--- config.mk ---
export PLATFORM = sky130hd
export DESIGN_NAME = uart_rx_fifo_ctrl
export DESIGN_NICKNAME = d
export VERILOG_FILES = /design/src/rtl/uart_rx_fifo_ctrl.sv
export SDC_FILE = /design/constraint.sdc
export NUM_CORES = 1
export LEC_CHECK = 0
export CAP_MARGIN = 30
export CORE_MARGIN = 1
export CORE_UTILIZATION = 40
export CTS_BUF_LIST = sky130_fd_sc_hd__clkbuf_8
export DETAILED_ROUTE_END_ITERATION = 6
export PLACE_DENSITY_LB_ADDON = 0.15
export SETUP_SLACK_MARGIN = 0.15
export SKIP_LAST_GASP = 1
export SYNTH_ARGS = -nofsm -noshare
export SYNTH_HDL_FRONTEND = slang
export SYNTH_SLANG_ARGS = --single-unit
--- constraint.sdc ---
create_clock -name clk -period 11.15 [get_ports clk]
set_clock_uncertainty 0.15 [all_clocks]
set_input_delay 2.23 -clock clk [delete_from_list [all_inputs] [get_ports clk]]
set_output_delay 2.23 -clock clk [all_outputs]
set_load 0.005 [all_outputs]
--- src/rtl/uart_rx_fifo_ctrl.sv ---
// Receive FIFO behind the 8-bit UART Rx: buffers characters with their error flags and produces 16550-style RX status.
// Optional character timeout is compiled in with `define UART_RX_TIMEOUT_EN.
module uart_rx_fifo_ctrl #(
  parameter int DEPTH         = 16,
  parameter int TIMEOUT_TICKS = 640
) (
  input  logic                     clk,
  input  logic                     rst,
  input  logic                     brcx16,
  input  logic [7:0]               rx_d,
  input  logic                     rx_d_rdy,
  input  logic                     rx_parity_er,
  input  logic                     rx_frame_er,
  input  logic                     rx_break_itr,
  input  logic                     fifo_en,
  input  logic                     fifo_clr,
  input  logic [1:0]               rx_trig,
  input  logic                     rd,
  input  logic                     ovr_clr,
  output logic [7:0]               rd_data,
  output logic                     rd_pe,
  output logic                     rd_fe,
  output logic                     rd_bi,
  output logic                     data_rdy,
  output logic [$clog2(DEPTH):0]   count,
  output logic                     trig_hit,
  output logic                     overrun,
  output logic                     err_in_fifo,
  output logic                     timeout
);

  localparam int AW = $clog2(DEPTH);
  localparam int CW = AW + 1;

  logic [10:0]   mem [DEPTH];
  logic [AW-1:0] wr_ptr, rd_ptr;
  logic [CW-1:0] cnt, cnt_nxt, err_cnt, err_nxt, thr;
  logic          d_rdy_q, fifo_en_q;

  logic          wr, clr, empty, full, do_pop, accept, do_push, do_ovw, ovr_set;
  logic          new_err, head_err, err_inc, err_dec;
  logic [10:0]   head, entry;

  assign wr       = rx_d_rdy & ~d_rdy_q;
  assign clr      = fifo_clr | (fifo_en ^ fifo_en_q);
  assign empty    = (cnt == '0);
  assign full     = fifo_en ? (cnt == CW'(DEPTH)) : (cnt == CW'(1));
  assign do_pop   = rd & ~empty & ~clr;
  assign accept   = wr & ~clr;
  assign do_push  = accept & (~full | do_pop);
  // Holding-register mode replaces the head in place instead of dropping the new character.
  assign do_ovw   = accept & full & ~do_pop & ~fifo_en;
  assign ovr_set  = accept & full & ~do_pop;
  assign new_err  = rx_parity_er | rx_frame_er | rx_break_itr;
  assign entry    = {rx_break_itr, rx_frame_er, rx_parity_er, rx_d};
  assign head     = mem[rd_ptr];
  assign head_err = |head[10:8];
  assign err_inc  = (do_push | do_ovw) & new_err;
  assign err_dec  = (do_pop | do_ovw) & head_err;

  always_comb begin
    cnt_nxt = cnt;
    if (clr)
      cnt_nxt = '0;
    else if (do_push && !do_pop)
      cnt_nxt = cnt + CW'(1);
    else if (do_pop && !do_push)
      cnt_nxt = cnt - CW'(1);
  end

  always_comb begin
    err_nxt = err_cnt;
    if (clr)
      err_nxt = '0;
    else if (err_inc && !err_dec)
      err_nxt = err_cnt + CW'(1);
    else if (err_dec && !err_inc)
      err_nxt = err_cnt - CW'(1);
  end

  always_comb begin
    case (rx_trig)
      2'd0:    thr = CW'(1);
      2'd1:    thr = CW'(DEPTH / 4);
      2'd2:    thr = CW'(DEPTH / 2);
      default: thr = CW'(DEPTH - 2);
    endcase
  end

  always_ff @(posedge clk) begin
    if (rst) begin
      if (do_push)
        mem[wr_ptr] <= entry;
      else if (do_ovw)
        mem[rd_ptr] <= entry;
    end
  end

  always_ff @(posedge clk) begin
    if (!rst) begin
      wr_ptr    <= '0;
      rd_ptr    <= '0;
      cnt       <= '0;
      err_cnt   <= '0;
      d_rdy_q   <= 1'b0;
      fifo_en_q <= 1'b0;
      overrun   <= 1'b0;
      trig_hit  <= 1'b0;
    end else begin
      d_rdy_q   <= rx_d_rdy;
      fifo_en_q <= fifo_en;
      cnt       <= cnt_nxt;
      err_cnt   <= err_nxt;
      if (clr) begin
        wr_ptr <= '0;
        rd_ptr <= '0;
      end else begin
        if (do_push) wr_ptr <= wr_ptr + AW'(1);
        if (do_pop)  rd_ptr <= rd_ptr + AW'(1);
      end
      if (ovr_set)
        overrun <= 1'b1;
      else if (ovr_clr)
        overrun <= 1'b0;
      // Registered against the next count so the trigger level carries no input-to-output path.
      trig_hit <= fifo_en ? (cnt_nxt >= thr) : (cnt_nxt != '0);
    end
  end

  assign count       = cnt;
  assign data_rdy    = ~empty;
  assign err_in_fifo = (err_cnt != '0);
  assign rd_data     = empty ? 8'h00 : head[7:0];
  assign rd_pe       = ~empty & head[8];
  assign rd_fe       = ~empty & head[9];
  assign rd_bi       = ~empty & head[10];

`ifdef UART_RX_TIMEOUT_EN
  localparam int TW = $clog2(TIMEOUT_TICKS + 1);
  logic [TW-1:0] timer;

  always_ff @(posedge clk) begin
    if (!rst) begin
      timer   <= '0;
      timeout <= 1'b0;
    end else begin
      if (clr || wr || rd || empty || !fifo_en)
        timer <= '0;
      else if (brcx16 && timer != TW'(TIMEOUT_TICKS))
        timer <= timer + TW'(1);
      if (clr || wr || rd || !fifo_en)
        timeout <= 1'b0;
      else if (timer == TW'(TIMEOUT_TICKS))
        timeout <= 1'b1;
    end
  end
`else
  logic unused_timeout_in;
  assign unused_timeout_in = brcx16 & (TIMEOUT_TICKS != 0);
  assign timeout = 1'b0;
`endif

endmodule

; ---- Word-level counts from Yosys, hierarchy flattened
; Memory sizes are Yosys's and may differ from the RTL's. A register that Yosys moved wholly into a read port is not among the register bits.
; Index checks and enable logic that the tools add are counted.
[totals]
register_bits = 22
latchBits = 0
ram_bits = 176
mem_bits_ro = 0
inputBits = 21
out_inout_bits = 21
elab_cells = 87
n_memories = 1
[mem_list]
columns = name, depth, width, rd, rd_clocked_by_memory_dff, write_ports, line
row1 = mem, 16, 11, 1, 1, 1, 35  ; logic [10:0] mem [DEPTH];
[classes]
n_addsub = 6
n_mul = 0
n_div = 0
magnitude_cmp = 1
eq_ne = 4
shift = 0
n_mux = 23
n_bitwise = 27
n_reduce_logical = 17
[op_table]
columns = cell, count
row1 = 5-bit two-way mux, 5
row2 = 1-bit bitwise AND, 13
row3 = 1-bit two-way mux, 12
row4 = 4-bit two-way mux, 3
row5 = 4-bit case mux with 3 select lines, 1
row6 = 11-bit two-way mux, 1
row7 = 11-bit OR reduction, 1
row8 = "5-bit by 1-bit adder with 5-bit output, second input constant", 2
row9 = 5-bit nonzero test, 2
row10 = "5-bit by 1-bit subtractor with 5-bit output, second input constant", 2
row11 = "4-bit by 1-bit adder with 4-bit output, second input constant", 2
row12 = 8-bit two-way mux, 1
row13 = 1-bit NOT, 7
row14 = 1-bit OR, 6
row15 = "5-bit by 1-bit equality test with 1-bit output, second input constant", 1
row16 = "5-bit equality test, second input constant", 1
row17 = 5-bit >= comparator, 1
row18 = 5-bit zero test, 1
row19 = 1-bit logical AND, 4
row20 = 1-bit zero test, 4
row21 = 2-bit nonzero test, 2
row22 = 3-bit OR reduction, 1
row23 = "2-bit by 1-bit equality test with 1-bit output, second input constant", 1
row24 = "2-bit equality test, second input constant", 1
row25 = other kinds (3), 3

; ---- Longest topological paths before layout
; Gate-level depths: netlist of the first run.
[logic_depth]
depth_word = 13
depth_mapped = 16
mapped_depth_nobuf = 16

; ---- Least setup slack after synthesis of the first run
; No wires, ideal clock.
[synth_path]
kind = input-to-reg
startpoint = in fifo_en
endpoint = reg err_cnt[4]
setup_time_ns = 0.070
t_arrival_ns = 4.597
required_ns = 10.930
slack_ns = 6.333
path_stages = 13
path_buffers = 1
path_cell_list = buf_6 -> nor3b_1 -> o21ai_1 -> o31ai_1 -> o311ai_2 -> ha_1 -> inv_1 -> ha_1 -> a21o_1 -> a21oi_1 -> xnor2_1 -> or3_1 -> a21oi_1
[synth_via]
elab_chain_len = 12
word_cells_on_any_way = 25
classes_between = mux: 2 / bitwise: 17 / reduce/logical: 6
[synth_rtl]
columns = item, line
row1 = start: declaration, 15  ; input logic fifo_en,
row2 = 1-bit bitwise XOR, 45  ; assign clr = fifo_clr | (fifo_en ^ fifo_en_q);
row3 = 1-bit OR, 45
row4 = 1-bit NOT, "48, 49"
row5 = "1-bit bitwise AND, on equally long branches", "49, 48"
row6 = 1-bit bitwise AND / 1-bit NOT (equally long branches), 52  ; assign do_ovw = accept & full & ~do_pop & ~fifo_en;
row7 = 1-bit bitwise AND (2 in series), 52
row8 = "1-bit OR, on equally long branches", "59, 58"
row9 = "1-bit bitwise AND, on equally long branches", "59, 58"
row10 = "1-bit zero test, on equally long branches", "75, 77"
row11 = "1-bit logical AND, on equally long branches", "75, 77"
row12 = 5-bit two-way mux / 2-bit nonzero test (equally long branches), -
row13 = end signal: assignment, 113  ; err_cnt <= err_nxt;
row14 = end: declaration, 37  ; logic [CW-1:0] cnt, cnt_nxt, err_cnt, err_nxt, thr;
; Parallel ways exist; a longest one is shown, timed or not.
; A chain may end at the register's enable or synchronous reset.

==> impl_metrics.env, run 1 <==
export IMPL_total_power_w=0.001451
export IMPL_drtIter0Drc=330
export IMPL_cp_end_kind="primary output"
export IMPL_drtAntennaViolNets=0
export IMPL_slew_limit_headroom=0.3648
export IMPL_nFillCells=1793
export IMPL_synthArstFlopShare=0
export IMPL_worst_slew_pin_slew_ps=951.8
export IMPL_layout_drive_gt1_share=0.2310
export IMPL_syn_inst=471
export IMPL_die_h_um=147.1
export IMPL_post_drt_via_cell_ratio=5.282
export IMPL_cp_max_fo=43
export IMPL_die_w_um=147.1
export IMPL_ys_types=50
export IMPL_nets=581
export IMPL_insertion_delay_ps=510
export IMPL_place_ws_ps=5324
export IMPL_clk_path_buf_depth=3
export IMPL_start_util=0.4120
export IMPL_synth_flop_cell="edfxtp_1"
export IMPL_gp_congestion=0.7856
export IMPL_ys_seq_elements=202
export IMPL_antenna_cells=0
export IMPL_grt_pass1_wl_um=27960
export IMPL_vias=4421
export IMPL_synthSimpleGateAreaFrac=0.06853
export IMPL_dieArea_um2=21630
export IMPL_drc=0
export IMPL_tns_ps=0
export IMPL_cts_htree_levels=2
export IMPL_ir_worst_vdd_mv=0.06356
export IMPL_cts_root_buf="clkbuf_8"
export IMPL_synth_xor_area_frac=0.01457
export IMPL_p_per_area_nw_per_um2=147.7
export IMPL_synth_edf_count=176
export IMPL_ff2ff_setup_slack_ps=7100
export IMPL_hold_violations=0
export IMPL_portBuffers=39
export IMPL_final_common_cell="edfxtp_1"
export IMPL_cts_clk_slew_worst_paths_ps=60
export IMPL_cp_arrival_ps=3020
export IMPL_drv_slew=0
export IMPL_routed_wl_um=17880
export IMPL_synthAdderAreaFrac=0.02319
export IMPL_grt_pass1_vias=4698
export IMPL_netlist_area_leader_share=0.6279
export IMPL_synth_mux_area_frac=0.1495
export IMPL_syn_avg_cell_area_um2=17.87
export IMPL_fmax_ghz=0.1850
export IMPL_num_rows=52
export IMPL_hpwlAfterDp_um=10380
export IMPL_post_cts_buffers=0
export IMPL_post_drt_wl_per_cell_um=21.36
export IMPL_grt_usage=0.1764
export IMPL_setup_slack_ps=5746
export IMPL_synth_warnings=0
export IMPL_synth_compound_area_frac=0.03508
export IMPL_cts_hold_buf=0
export IMPL_outcome="finished, final reports clean"
export IMPL_crit_path_start_kind="register"
export IMPL_cts_tree="done"
export IMPL_required_ps=8770
export IMPL_syn_nets=507
export IMPL_rsz0062_at_grt="false"
export IMPL_layoutNonFillerInstCount=837
export IMPL_cts_resized=0
export IMPL_cts_buffers=34
export IMPL_final_cell_mix="edfxtp_1 (176), mux4_2 (55), clkdlybuf4s50_1 (39), clkbuf_8 (36), nor2_1 (35)"
export IMPL_p_leak_nw=3.179
export IMPL_antenna_found_initial=0
export IMPL_dp_cells=776
export IMPL_area_growth_synth_to_final_pct=16.71
export IMPL_globalRouteOverflowTotal=0
export IMPL_hp_class="reg2reg"
export IMPL_ys_top_cells_by_area="edfxtp_1 (63%), mux4_2 (15%), dfxtp_1 (6.2%)"
export IMPL_grt_start_max_net_pins=45
export IMPL_final_util=0.4808
export IMPL_setup_viol=0
export IMPL_clock_sinks=202
export IMPL_core_um2=20430
export IMPL_first_pass_iters=5
export IMPL_ys_seq_area_frac=0.6898
export IMPL_pin_count=42
export IMPL_syn_area_um2=8417
export IMPL_fin_crit_sh=0.4847
export IMPL_min_period_ps=5404
export IMPL_yosysTopAreaCell="edfxtp_1"
export IMPL_synth_top_family_by_area="multiplexers"
export IMPL_cap_violations=0
export IMPL_critPathKind="reg2out"
layer usage:
| metal | vias up | global-route usage | share of wire | wire length, um |
|---|---|---|---|---|
| li1 | 2015 | - | - | - |
| met1 | 2300 | 0.2341 | 0.44 | 7880 |
| met2 | 87 | 0.2927 | 0.50 | 8936 |
| met3 | 19 | 0.03168 | 0.045 | 799 |
| met4 | 0 | 0.06134 | 0.015 | 260 |
| met5 | - | 0 | 0 | 0 |
critical path: stages (launching register included):
cell and delay, ps:
dfxtp_2 310, buf_4 130, buf_16 300, mux4_2 580, mux4_2 530, and2_1 190, clkdlybuf4s50_1 440
cells in the mapped netlist (4+ instances only):
cell / instances
nor3b_1: 5
nor3_1: 9
and2_1: 14
inv_1: 14
dfxtp_1: 26
buf_2: 4
a31oi_1: 4
mux4_2: 55
o21ai_0: 5
a21oi_1: 13
xor2_1: 6
nand2_1: 13
clkbuf_1: 10
ha_1: 14
nor2_1: 39
edfxtp_1: 176
xnor2_1: 8
nor2b_1: 4
metrics by stage:
stage / hold slack, ps / cell area, um2
finish: 347.7 / 9823
global route: 406.2 / 9823
CTS: 346.0 / 9769
detailed placement: 338.4 / 9179
global placement: 318.5 / 9164
floorplan: 308.5 / 8417
final cells by class:
class	count	area, um2	share of cell area
clock buffer	36	495.5	0.05044
clock inverter	22	95.09	0.009680
inverter	14	52.55	0.005350
multi-input combinational	235	2462	0.2507
sequential	202	5808	0.5913
tap	270	337.8	0.03439
timing repair buffer	58	571.8	0.05821
cell families (layout without fill, tap and decap cells):
group                    count (synthesis)  count (layout)
flip-flops                             202             202
AND/OR/NAND/NOR                        106             106
multiplexers                            57              57
AO/OA/AOI/OAI                           42              42
buffers and inverters                   34             130
adder cells (fa/ha/maj)                 15              15
XOR/XNOR                                14              14
other                                    1               1
registers in the layout, indices dropped and copies added (netlist names), named ones only:
name and flops:
count 5, wr_ptr 4, mem 176, overrun 1, d_rdy_q 1, err_cnt 5, fifo_en_q 1, rd_ptr 4
trig_hit 1
power by group:
| part | switching [W] | internal (W) | leakage (nW) |
|---|---|---|---|
| logic | 0.0000273 | 0.0000212 | 1.04 |
| clock network | 0.000279 | 0.000298 | 0.344 |
| registers | 0.00000127 | 0.000823 | 1.79 |
path summary, 6_finish.rpt:
check                                        startpoint                       to  cells after the start
worst max register to register                 register  err_cnt[4]$_SDFFE_PP0P_                     12
worst min-delay path            err_cnt[4]$_SDFFE_PP0P_  err_cnt[4]$_SDFFE_PP0P_                      2
worst min register to register  err_cnt[4]$_SDFFE_PP0P_  err_cnt[4]$_SDFFE_PP0P_                      2
worst max-delay path                           register                    rd_bi                      6
(Power assumes the default switching activity.)
==> run 2, diff against run 1 <==
clock period = 5.3 ns   (was 11.15 ns; I/O delays follow)
==> run 2 against run 1 <==
Wire length up 1.8%. Register-to-register slack worse by 6000 ps. Critical endpoint is now rd_data[7]. Utilization up 0.79 points. Final cell count up 2.0%. Global-route usage up 0.096 points. Clock power up 140%. Combinational power up 110%. Critical path type unchanged. Sequential share of layout area down 0.96 points. Count of clock-buffer cells in the layout unchanged. Hold slack about the same.
==> impl_metrics.env, run 2 (synthesis results as in run 1) <==
export IMPL_outcome="finished, final reports clean"
export IMPL_register_area_um2=5808
export IMPL_tns_ps=0
export IMPL_gp_congestion=0.8407
export IMPL_ir_worst_vdd_mv=0.1583
export IMPL_final_common_cell="edfxtp_1"
export IMPL_cts_tree="done"
export IMPL_cap_violations=0
export IMPL_pin_count=42
export IMPL_layout_drive_gt1_share=0.2500
export IMPL_min_period_ps=4609
export IMPL_crit_path_start_kind="register"
export IMPL_cp_max_fo=25
export IMPL_routed_wl_um=18190
export IMPL_cts_hold_buf=0
export IMPL_start_util=0.4120
export IMPL_core_um2=20430
export IMPL_grt_pass1_vias=4604
export IMPL_switchingPower_w=0.0006788
export IMPL_nets=596
export IMPL_drc=0
export IMPL_setup_viol=0
export IMPL_antenna_cells=0
export IMPL_dr_wl_met3_um=970
export IMPL_power_frac_seq=0.536
export IMPL_cts_clk_slew_worst_paths_ps=70
export IMPL_clock_sinks=202
export IMPL_hpwlAfterDp_um=11410
export IMPL_required_ps=4090
export IMPL_nFillCells=1749
export IMPL_critical_path_top_delay_family="multiplexers"
export IMPL_place_ws_ps=751.1
export IMPL_crit_path_frequent_cell="mux4_2"
export IMPL_worst_slew_pin_slew_ps=845.1
export IMPL_power_frac_clock=0.432
export IMPL_rsz0062_at_grt="false"
export IMPL_hold_violations=0
export IMPL_grt_pass1_wl_um=27990
export IMPL_post_drt_via_cell_ratio=5.328
export IMPL_regMostFlops="mem"
export IMPL_slew_limit_headroom=0.4366
export IMPL_insertion_delay_ps=520
export IMPL_globalRouteOverflowTotal=0
export IMPL_whs_ps=347.5
export IMPL_post_drt_wl_per_cell_um=21.30
export IMPL_portBuffers=39
export IMPL_drtIter0Drc=360
export IMPL_die_h_um=147.1
export IMPL_routed_top_layer="met4"
export IMPL_setup_slack_ps=690.5
export IMPL_drtAntennaViolNets=0
export IMPL_clk_path_buf_depth=3
export IMPL_max_stage_delay_ps=880
export IMPL_drv_slew=0
export IMPL_swShare=0.2097
export IMPL_dieArea_um2=21630
export IMPL_wl_met1_um=8019
export IMPL_area_growth_synth_to_final_pct=18.63
export IMPL_antenna_found_initial=0
export IMPL_grt_start_max_net_pins=26
export IMPL_fin_crit_sh=0.8697
export IMPL_cp_arrival_ps=3400
export IMPL_die_w_um=147.1
export IMPL_p_leak_nw=3.297
export IMPL_slowest_stage="dfxtp_2"
export IMPL_p_per_area_nw_per_um2=324.2
export IMPL_largest_reg_flops=176
export IMPL_worst_path_buf_inv=2
export IMPL_cts_resized=0
export IMPL_critPathKind="reg2out"
export IMPL_cts_root_buf="clkbuf_8"
export IMPL_p_int_w=0.002558
export IMPL_cts_htree_levels=2
export IMPL_hp_class="reg2reg"
export IMPL_multi_input_comb_area_um2=2452
export IMPL_num_rows=52
export IMPL_grt_usage=0.1774
export IMPL_cts_buffers=35
export IMPL_cp_end_kind="primary output"
export IMPL_first_pass_iters=4
export IMPL_p_comb_frac=0.032
export IMPL_cp_cell_sequence="buf_12, mux4_2, mux4_2, and2_1, clkdlybuf4s50_1"
export IMPL_post_cts_buffers=0
export IMPL_wl_met2_um=8847
export IMPL_fmax_ghz=0.2169
export IMPL_vias=4550
export IMPL_final_cell_mix="edfxtp_1 (176), mux4_2 (55), nor2_1 (39), clkdlybuf4s50_1 (39), clkbuf_8 (36)"
[run 2: cell types whose count changed in the layout (fill, tap and decap cells not counted)]
cell       delta
buf_4        +17
nor2_1        +4
nor2_2        -4
bufinv_16     +3
clkinv_1      -3
buf_8         -2
clkinv_2      +2
buf_12        +1
buf_16        -1
buf_6         -1
inv_1         +1
[run 2: per-layer routing]
layer	track usage	up-vias
met3	0.03696	31
met2	0.2809	128
met1	0.2459	2344
li1	-	2047
met4	0.05670	0
met5	0	-
[run 2: worst paths after layout]
kind / from / endpoint / slack, ps / depth (start not counted)
worst max register to register: register / err_cnt[4]$_SDFFE_PP0P_ / 1100 / 11
worst max-delay path: register / rd_data[7] / 690 / 5
worst min-delay path: err_cnt[4]$_SDFFE_PP0P_ / err_cnt[4]$_SDFFE_PP0P_ / 350 / 2
worst min register to register: err_cnt[4]$_SDFFE_PP0P_ / err_cnt[4]$_SDFFE_PP0P_ / 350 / 2
[run 2: metrics by stage]
stage          instances  total power (W)  cell area (um2)    util
6_report             854         0.003237             9985  0.4887
5_1_grt              854         0.003357             9985  0.4887
4_1_cts              854         0.003269             9985  0.4887
3_5_place_dp         793         0.001873             9301  0.4553
3_3_place_gp         793         0.001869             9301  0.4553
2_1_floorplan        471         0.001816             8417       -
[run 2: power groups by stage]
stage | Clock [W] | Combinational, W | Sequential (W)
2_1_floorplan | 0 | 0.0000491 | 0.00177
3_3_place_gp | 0 | 0.000101 | 0.00177
3_5_place_dp | 0 | 0.000105 | 0.00177
4_1_cts | 0.00143 | 0.000105 | 0.00174
5_1_grt | 0.00151 | 0.000115 | 0.00173
6_report | 0.00140 | 0.000104 | 0.00174
[run 2: layout make-up]
type / instances / share of cell area
inverter: 14 / 0.005263
clock buffer: 36 / 0.04962
multi-input combinational: 235 / 0.2456
tap: 270 / 0.03383
sequential: 202 / 0.5817
timing repair buffer: 72 / 0.06516
clock inverter: 25 / 0.01880
[run 2: tightest hold or removal path: stages, from the launching register on]
cell     delay [ps]
dfxtp_1         320
o21ai_0          70
a21oi_1          60
